==> src/rtl/pic_pkg.sv <==
// pic_pkg: shared types and constants for the 8259A acknowledge sequencer.
package pic_pkg;
   typedef enum logic [1:0] {IDLE, ACK1, WAIT2, ACK2} state_t;
   localparam logic [2:0] NS_EOI = 3'b001;
   localparam logic [2:0] SP_EOI = 3'b011;
   localparam logic [2:0] SPURIOUS_LEVEL = 3'd7;
endpackage

==> src/rtl/priority_resolver.sv <==
// priority_resolver: 8-bit lowest-index-wins encoder with valid flag.
module priority_resolver (
   input  logic [7:0] req,
   output logic [2:0] level,
   output logic       valid
);
   always_comb begin
      level = '0;
      for (int i = 7; i >= 0; i--) if (req[i]) level = 3'(i);
   end
   assign valid = |req;
endmodule

==> src/rtl/interrupt_ack_sequencer.sv <==
// interrupt_ack_sequencer: INTA handshake FSM, ISR ownership, EOI handling and vector output.
module interrupt_ack_sequencer
   import pic_pkg::*;
#(
   parameter logic [4:0] VECTOR_BASE_RESET = 5'b00000
) (
   input  logic       clk,
   input  logic       reset,
   input  logic [7:0] internal_bus,
   input  logic       ICW_1_flag,
   input  logic       ICW_2_flag,
   input  logic       ICW_4_flag,
   input  logic       OCW_2_flag,
   input  logic [7:0] interrupt_request,
   input  logic       inta_bar,
   output logic       INT,
   output logic [7:0] clear_irr,
   output logic [7:0] in_service,
   output logic [7:0] vector_out,
   output logic       vector_out_en
);
   state_t     state_q, state_d;
   logic       inta_prev_q, aeoi_q, aeoi_d, int_q, int_d, voe_q, voe_d, spur_q, spur_d;
   logic [4:0] base_q, base_d;
   logic [2:0] lvl_q, lvl_d, req_lvl, isr_lvl;
   logic [7:0] isr_q, isr_d, clr_q, clr_d, vo_q, vo_d, set_mask, eoi_mask, aeoi_mask;
   logic       req_valid, isr_valid, fall, rise;

   priority_resolver u_req (.req(interrupt_request), .level(req_lvl), .valid(req_valid));
   priority_resolver u_isr (.req(isr_q), .level(isr_lvl), .valid(isr_valid));

   always_comb begin
      fall = inta_prev_q & ~inta_bar;
      rise = ~inta_prev_q & inta_bar;
      // non-specific EOI on an empty ISR targets bit 0, which is already clear
      eoi_mask = !OCW_2_flag ? '0 :
                 internal_bus[7:5] == NS_EOI ? 8'(1) << isr_lvl :
                 internal_bus[7:5] == SP_EOI ? 8'(1) << internal_bus[2:0] : '0;
      set_mask = '0;
      aeoi_mask = '0;
      state_d = state_q;
      lvl_d = lvl_q;
      spur_d = spur_q;
      clr_d = '0;
      vo_d = vo_q;
      voe_d = voe_q;
      case (state_q)
         IDLE: if (fall) begin
            state_d = ACK1;
            lvl_d = req_valid ? req_lvl : SPURIOUS_LEVEL;
            spur_d = ~req_valid;
            set_mask = req_valid ? 8'(1) << req_lvl : '0;
            clr_d = set_mask;
         end
         ACK1: state_d = WAIT2;
         WAIT2: if (fall) begin
            state_d = ACK2;
            vo_d = {base_q, lvl_q};
            voe_d = 1'b1;
         end
         ACK2: if (rise) begin
            state_d = IDLE;
            voe_d = 1'b0;
            aeoi_mask = (aeoi_q && !spur_q) ? 8'(1) << lvl_q : '0;
         end
      endcase
      isr_d = (isr_q & ~eoi_mask & ~aeoi_mask) | set_mask;
      base_d = ICW_2_flag ? internal_bus[7:3] : base_q;
      aeoi_d = ICW_4_flag ? internal_bus[1] : aeoi_q;
      int_d = req_valid & (~isr_valid | (req_lvl < isr_lvl));
      if (ICW_1_flag) begin
         state_d = IDLE;
         isr_d = '0;
         clr_d = '0;
         aeoi_d = 1'b0;
         voe_d = 1'b0;
         base_d = base_q;
      end
   end

   always_ff @(posedge clk) begin
      if (reset) begin
         state_q <= IDLE;
         inta_prev_q <= 1'b1;
         base_q <= VECTOR_BASE_RESET;
         aeoi_q <= 1'b0;
         isr_q <= '0;
         int_q <= 1'b0;
         clr_q <= '0;
         vo_q <= '0;
         voe_q <= 1'b0;
         lvl_q <= '0;
         spur_q <= 1'b0;
      end else begin
         state_q <= state_d;
         inta_prev_q <= inta_bar;
         base_q <= base_d;
         aeoi_q <= aeoi_d;
         isr_q <= isr_d;
         int_q <= int_d;
         clr_q <= clr_d;
         vo_q <= vo_d;
         voe_q <= voe_d;
         lvl_q <= lvl_d;
         spur_q <= spur_d;
      end
   end

   assign INT = int_q;
   assign clear_irr = clr_q;
   assign in_service = isr_q;
   assign vector_out = vo_q;
   assign vector_out_en = voe_q;
endmodule

==> config.mk <==
export PLATFORM = sky130hd
export DESIGN_NAME = interrupt_ack_sequencer
export DESIGN_NICKNAME = d
export VERILOG_FILES = /design/src/rtl/pic_pkg.sv /design/src/rtl/priority_resolver.sv /design/src/rtl/interrupt_ack_sequencer.sv
export SDC_FILE = /design/constraint.sdc
export NUM_CORES = 1
export LEC_CHECK = 0
export ABC_AREA = 1
export CAP_MARGIN = 20
export CORE_AREA = 2 2 72 74
export DETAILED_ROUTE_END_ITERATION = 12
export DIE_AREA = 0 0 74 76
export PLACE_DENSITY_LB_ADDON = 0.12
export SYNTH_ARGS = -nofsm -noshare
export SYNTH_HDL_FRONTEND = slang
export SYNTH_SLANG_ARGS = --single-unit
==> constraint.sdc <==
create_clock -name clk -period 1.8 [get_ports clk]
set_clock_uncertainty 0.2 [all_clocks]
set_input_delay 0.18 -clock clk [delete_from_list [all_inputs] [get_ports clk]]
set_output_delay 0.18 -clock clk [all_outputs]
set_load 0.05 [all_outputs]
## Yosys cells after proc, flatten, opt, wreduce, memory -nomap -nowiden

Cells that the tools add are included.

| storage, ports and cells | value |
|---|---|
| bits in registers | 39 |
| bits of input ports | 23 |
| output and inout bits | 26 |

| cells by class | value |
|---|---|
| magnitude comparators | 1 |
| equal/unequal tests | 8 |
| shift-type cells | 4 |
| muxes and demuxes | 33 |
| bitwise logic cells | 14 |
| reduce and logical (&&, ||, !) cells | 12 |

Operators by type and width:

| kind | count |
|---|---|
| 2-to-1 mux 8 bit | 9 |
| 2-to-1 mux 3 bit | 17 |
| left shift 1 x 3 -> 8 bit (first input constant) | 4 |
| AND 8 bit | 2 |
| NOT 8 bit | 2 |
| OR reduction 8 bit | 2 |
| bitwise OR 8 bit | 1 |
| one-hot mux 2 bit (4 select lines) | 1 |
| 2-to-1 mux 2 bit | 3 |
| != test 2 bit (second input constant) | 3 |
| AND reduction 2 bit | 3 |
| AND reduction 3 bit | 2 |
| NOT 1 bit | 5 |
| == test 2 bit (second input constant) | 2 |
| AND 1 bit | 3 |
| == test 3 x 1 -> 1 bit (second input constant) | 1 |
| == test 3 x 2 -> 1 bit (second input constant) | 1 |
| less-than comparator 3 bit | 1 |
| == test 2 x 1 -> 1 bit (second input constant) | 1 |
| zero test 2 bit | 1 |
| 2-to-1 mux 1 bit | 2 |
| one-hot mux 1 bit (2 select lines) | 1 |
| nonzero test 2 bit | 1 |
| OR reduction 2 bit | 1 |
| other kinds (3) | 3 |

## Logic depth before layout (Yosys ltp)

| depth | value |
|---|---|
| depth after elaboration | 15 |
| gate-level depth with buffers | 13 |

## Cells and area by module

From an unflattened synthesis, not the netlist that was laid out.

| second synthesis, totals | value |
|---|---|
| cell total of the unflattened synthesis | 326 |
| area total of the unflattened synthesis | 2112.0 µm² |

Modules (own cells, without submodules):

| module | times used | cells an instance | area each (µm²) |
|---|---|---|---|
| interrupt_ack_sequencer | 1 | 282 | 1914.3 |
| priority_resolver | 2 | 22 | 98.8 |

## Least setup slack after synthesis

OpenSTA, ideal clock, no wires.

| path | value |
|---|---|
| kind | reg-to-reg |
| from | reg isr_q[7] (netlist: in_service[7]) |
| to | reg int_q (netlist: INT) |
| library setup time | 0.122 ns |
| arrival | 1.708 ns |
| slack | -0.230 ns |
| cell stages (with the launch flop) | 12 |
| path buffers | 0 |
| clock period less this slack | 2.030 ns |
| cell sequence | dfxtp_1 inv_1 nand2_2 nor3_4 nor2_4 inv_2 ha_1 inv_1 o21bai_1 inv_1 nand2_1 a21oi_2 |

| on the way | value |
|---|---|
| longest elaborated chain between the ends | 11 |
| elaborated cells on any way between the ends | 13 |

RTL lines:

| item | line | source |
|---|---|---|
| start: declaration | interrupt_ack_sequencer.sv:26 | `logic [7:0] isr_q, isr_d, clr_q, clr_d, vo_q, vo_d, set_mask, eoi_mask, aeoi_mask;` |
| start signal: assignment | interrupt_ack_sequencer.sv:99 | `isr_q <= isr_d;` |
| 2-to-1 mux 3 bit (8 in a row) | priority_resolver.sv:9 | `for (int i = 7; i >= 0; i--) if (req[i]) level = 3'(i);` |
| less-than comparator 3 bit | interrupt_ack_sequencer.sv:70 | `int_d = req_valid & (~isr_valid \| (req_lvl < isr_lvl));` |
| bitwise OR 1 bit (*) | interrupt_ack_sequencer.sv:70 |  |
| AND 1 bit (*) | interrupt_ack_sequencer.sv:70 |  |
| end signal: assignment | interrupt_ack_sequencer.sv:100 | `int_q <= int_d;` |
| end: declaration | interrupt_ack_sequencer.sv:23 | `logic inta_prev_q, aeoi_q, aeoi_d, int_q, int_d, voe_q, voe_d, spur_q, spur_d;` |

Every way passes the cells marked *; elsewhere a longest branch is shown, timed or not.
A chain may end at the register's enable or synchronous reset.

## Final worst setup path

| path | value |
|---|---|
| from | reg isr_q[0] (netlist: in_service[0]) |
| to | reg int_q (netlist: INT) |

| on the way | value |
|---|---|
| longest elaborated chain between the ends | 4 |
| elaborated cells on any way between the ends | 6 |

RTL lines:

| item | line |
|---|---|
| 2-to-1 mux 3 bit or OR reduction 8 bit (tied branches) | priority_resolver.sv:9, priority_resolver.sv:11 |
| less-than comparator 3 bit or NOT 1 bit (tied branches) | interrupt_ack_sequencer.sv:70 |
| bitwise OR 1 bit (*) | interrupt_ack_sequencer.sv:70 |
| AND 1 bit (*) | interrupt_ack_sequencer.sv:70 |

Marks and branches as above.

==> metrics.txt <==
Synth Net Count between 300 and 400; Post-Syn Instances 305; crit path DAT roughly 1.7 ns; Final Cycle Share 94.9%; Sink Count 39; Cell Area, Synth approximately 2100 µm²; # setup viols final 0; Avg Inst Size Synth roughly 7 µm²; CTS-repair resized insts 0; CTS tree done; leak pwr approximately 0.0014 µW; final instance area ~2900 µm²; Peak supply drop between 0.3 and 0.4 mV; GRT Overall Usage around a fifth; WL/cell 11.3 µm; Post-CTS Setup Bufs 0; Num CTS Buffers 5; Slew headroom 78.0%; nets about 400; Root Buffer clkbuf_8; first-pass GRT wire length between 8 and 9 mm; Post-DRT Antenna Nets 0; drt pass-1 iters 4; WL final around 5.0 mm; Post-Synth Simple-Gate Area between 30% and 40%; number of diodes 0; boundary pin count approximately 50; PwrDens 662 nW/µm²; Worst-Skew Late Latency approximately 0.29 ns; Worst Path Required about 1.8 ns; initial antenna violation count 0; Synth Register Bits 39; total power 1900 µW; Remaining DRCs 0; vias per cell 4.68; vias about 2,100; pin count of the biggest net entering global routing 13; MaxCap Viol Count 0; detailed router's first-iteration violation count 60; PortBufs 48; tightest hold margin around 0.26 ns; Tightest Pin Transition 0.330 ns; RSZ-0062 raised after global routing false; chip height 76 µm; vias in the first global route 1,924; ys async rst share 0%; area of the core approximately 4900 µm²; Setup crit start kind register; CTS Buffer Depth 2; fmax ~590 MHz; Starting Density 42.9%; Synth area leaders dfxtp_1 37%, nand2_1 13%, inv_1 7.7%; Main synth FF type dfxtp_1; post-synthesis mux area share 0%; FP Rows 26; grt ovf 0; Compound-Gate Fraction of Synth Area a little over an eighth; outcome finished, final reports clean; Final min period 1.71 ns; Synth top cells by count 72 x nand2_1, 43 x inv_1, 39 x dfxtp_1; Area growth syn-to-layout 36.0%; Yosys top cell area share 37.1%; layout cell share with drive strength beyond 1 a little over a quarter; Worst Setup Path Type reg2reg; area leader, netlist dfxtp_1; placed cell area approximately 2800 µm²; Final Wtd Congestion approximately 0.86; hold buffer count at CTS 0; Adder-Cell Fraction of Synth Area 2.38%; most common cell in the netlist nand2_1; hpwl dp 4.08 mm; clk slew on worst S/H paths 0.08 ns; Die ar. 5620 µm²; Final Hold Viols 0; HP Class reg2reg; setup TNS 0 ns; register area share after synthesis a little under two fifths; count of pins over their slew limit 0; crit end category register; Yosys warnings 0; Synth cell types 30; die width approximately 74 µm; htree depth 2; main combinational cell family by area after synthesis simple AND/OR/NAND/NOR gates; CP max FO 5; xor/xnor share of the synthesized area 0%; EDFF count, synth 0
-- logic make-up after synthesis --
family,count (synthesis)
DFF,39
AOI/OAI and AO/OA,49
adders and majority gates,4
buffers and inverters,62
and+or+nand+nor,151
-- final cells by class --
cell class | count | area (µm²)
fill | 483 | 2050
multi-input combinational | 204 | 1080
sequential | 39 | 801
timing repair buffer | 66 | 563
inverter | 58 | 226
clock buffer | 7 | 96.3
tap | 70 | 87.6
clock inverter | 1 | 6.26
-- power breakdown --
part           leakage [µW]  total, µW  switching, µW  internal (µW)
Sequential         0.000322        903           16.4            887
Combinational       0.00101        327            192            135
Clock             0.0000548        667            317            350
-- state kept, by name, summed over array words and instances, names as in the netlist --
signal and cells:
aeoi_q 1, state_q 2, clear_irr 8, spur_q 1, vector_out 8, vector_out_en 1, in_service 8, INT 1
inta_prev_q 1, lvl_q 3, base_q 5
-- critical path: stages, from the launching register on --
cell and delay (ns):
dfxtp_4 0.36, inv_4 0.07, nand2_2 0.05, clkinv_2 0.07, nand2_2 0.06, nor2_4 0.11, inv_2 0.05, ha_1 0.27
inv_1 0.05, o21bai_1 0.13, inv_1 0.05, nand2_1 0.07, a21oi_2 0.05
-- final timing paths --
kind	startpoint	endpoint	slack (ns)	depth (start not counted)
worst min register to register	base_q[1]	vector_out[4]	0.26	2
worst max register to register	in_service[0]	INT	0.09	12
worst min-delay path	base_q[1]	vector_out[4]	0.26	2
worst max-delay path	in_service[0]	INT	0.09	12
-- routing by layer --
layer	vias to the layer above	share of wire [%]	routed length (µm)	track usage, %
li1	1098	-	-	-
met1	933	45	2240	25.6
met2	47	49	2440	31.0
met3	6	5.4	272	5.16
met4	0	1.3	65	5.64
met5	-	0	0	0
-- cells in the final DEF (no fill, tap or decap), types with 8 or more instances in the layout --
master	count
dfxtp_1	31
nand3_1	17
nor2_4	8
nor2_1	28
a21oi_1	21
o21ai_0	13
inv_2	11
inv_1	43
buf_4	43
clkdlybuf4s50_1	22
nand2_2	10
nand2_1	72
-- through the flow --
step	instances	utilization, %	worst slack (ns)
after floorplan	305	-	0.0100
after global placement	437	56.1	-0.103
after detailed placement	437	56.1	-0.141
after CTS	445	58.2	0.0406
after global routing	445	58.3	0.0132
final	445	58.3	0.0912
No activity file was read; power rests on OpenSTA's default activity.
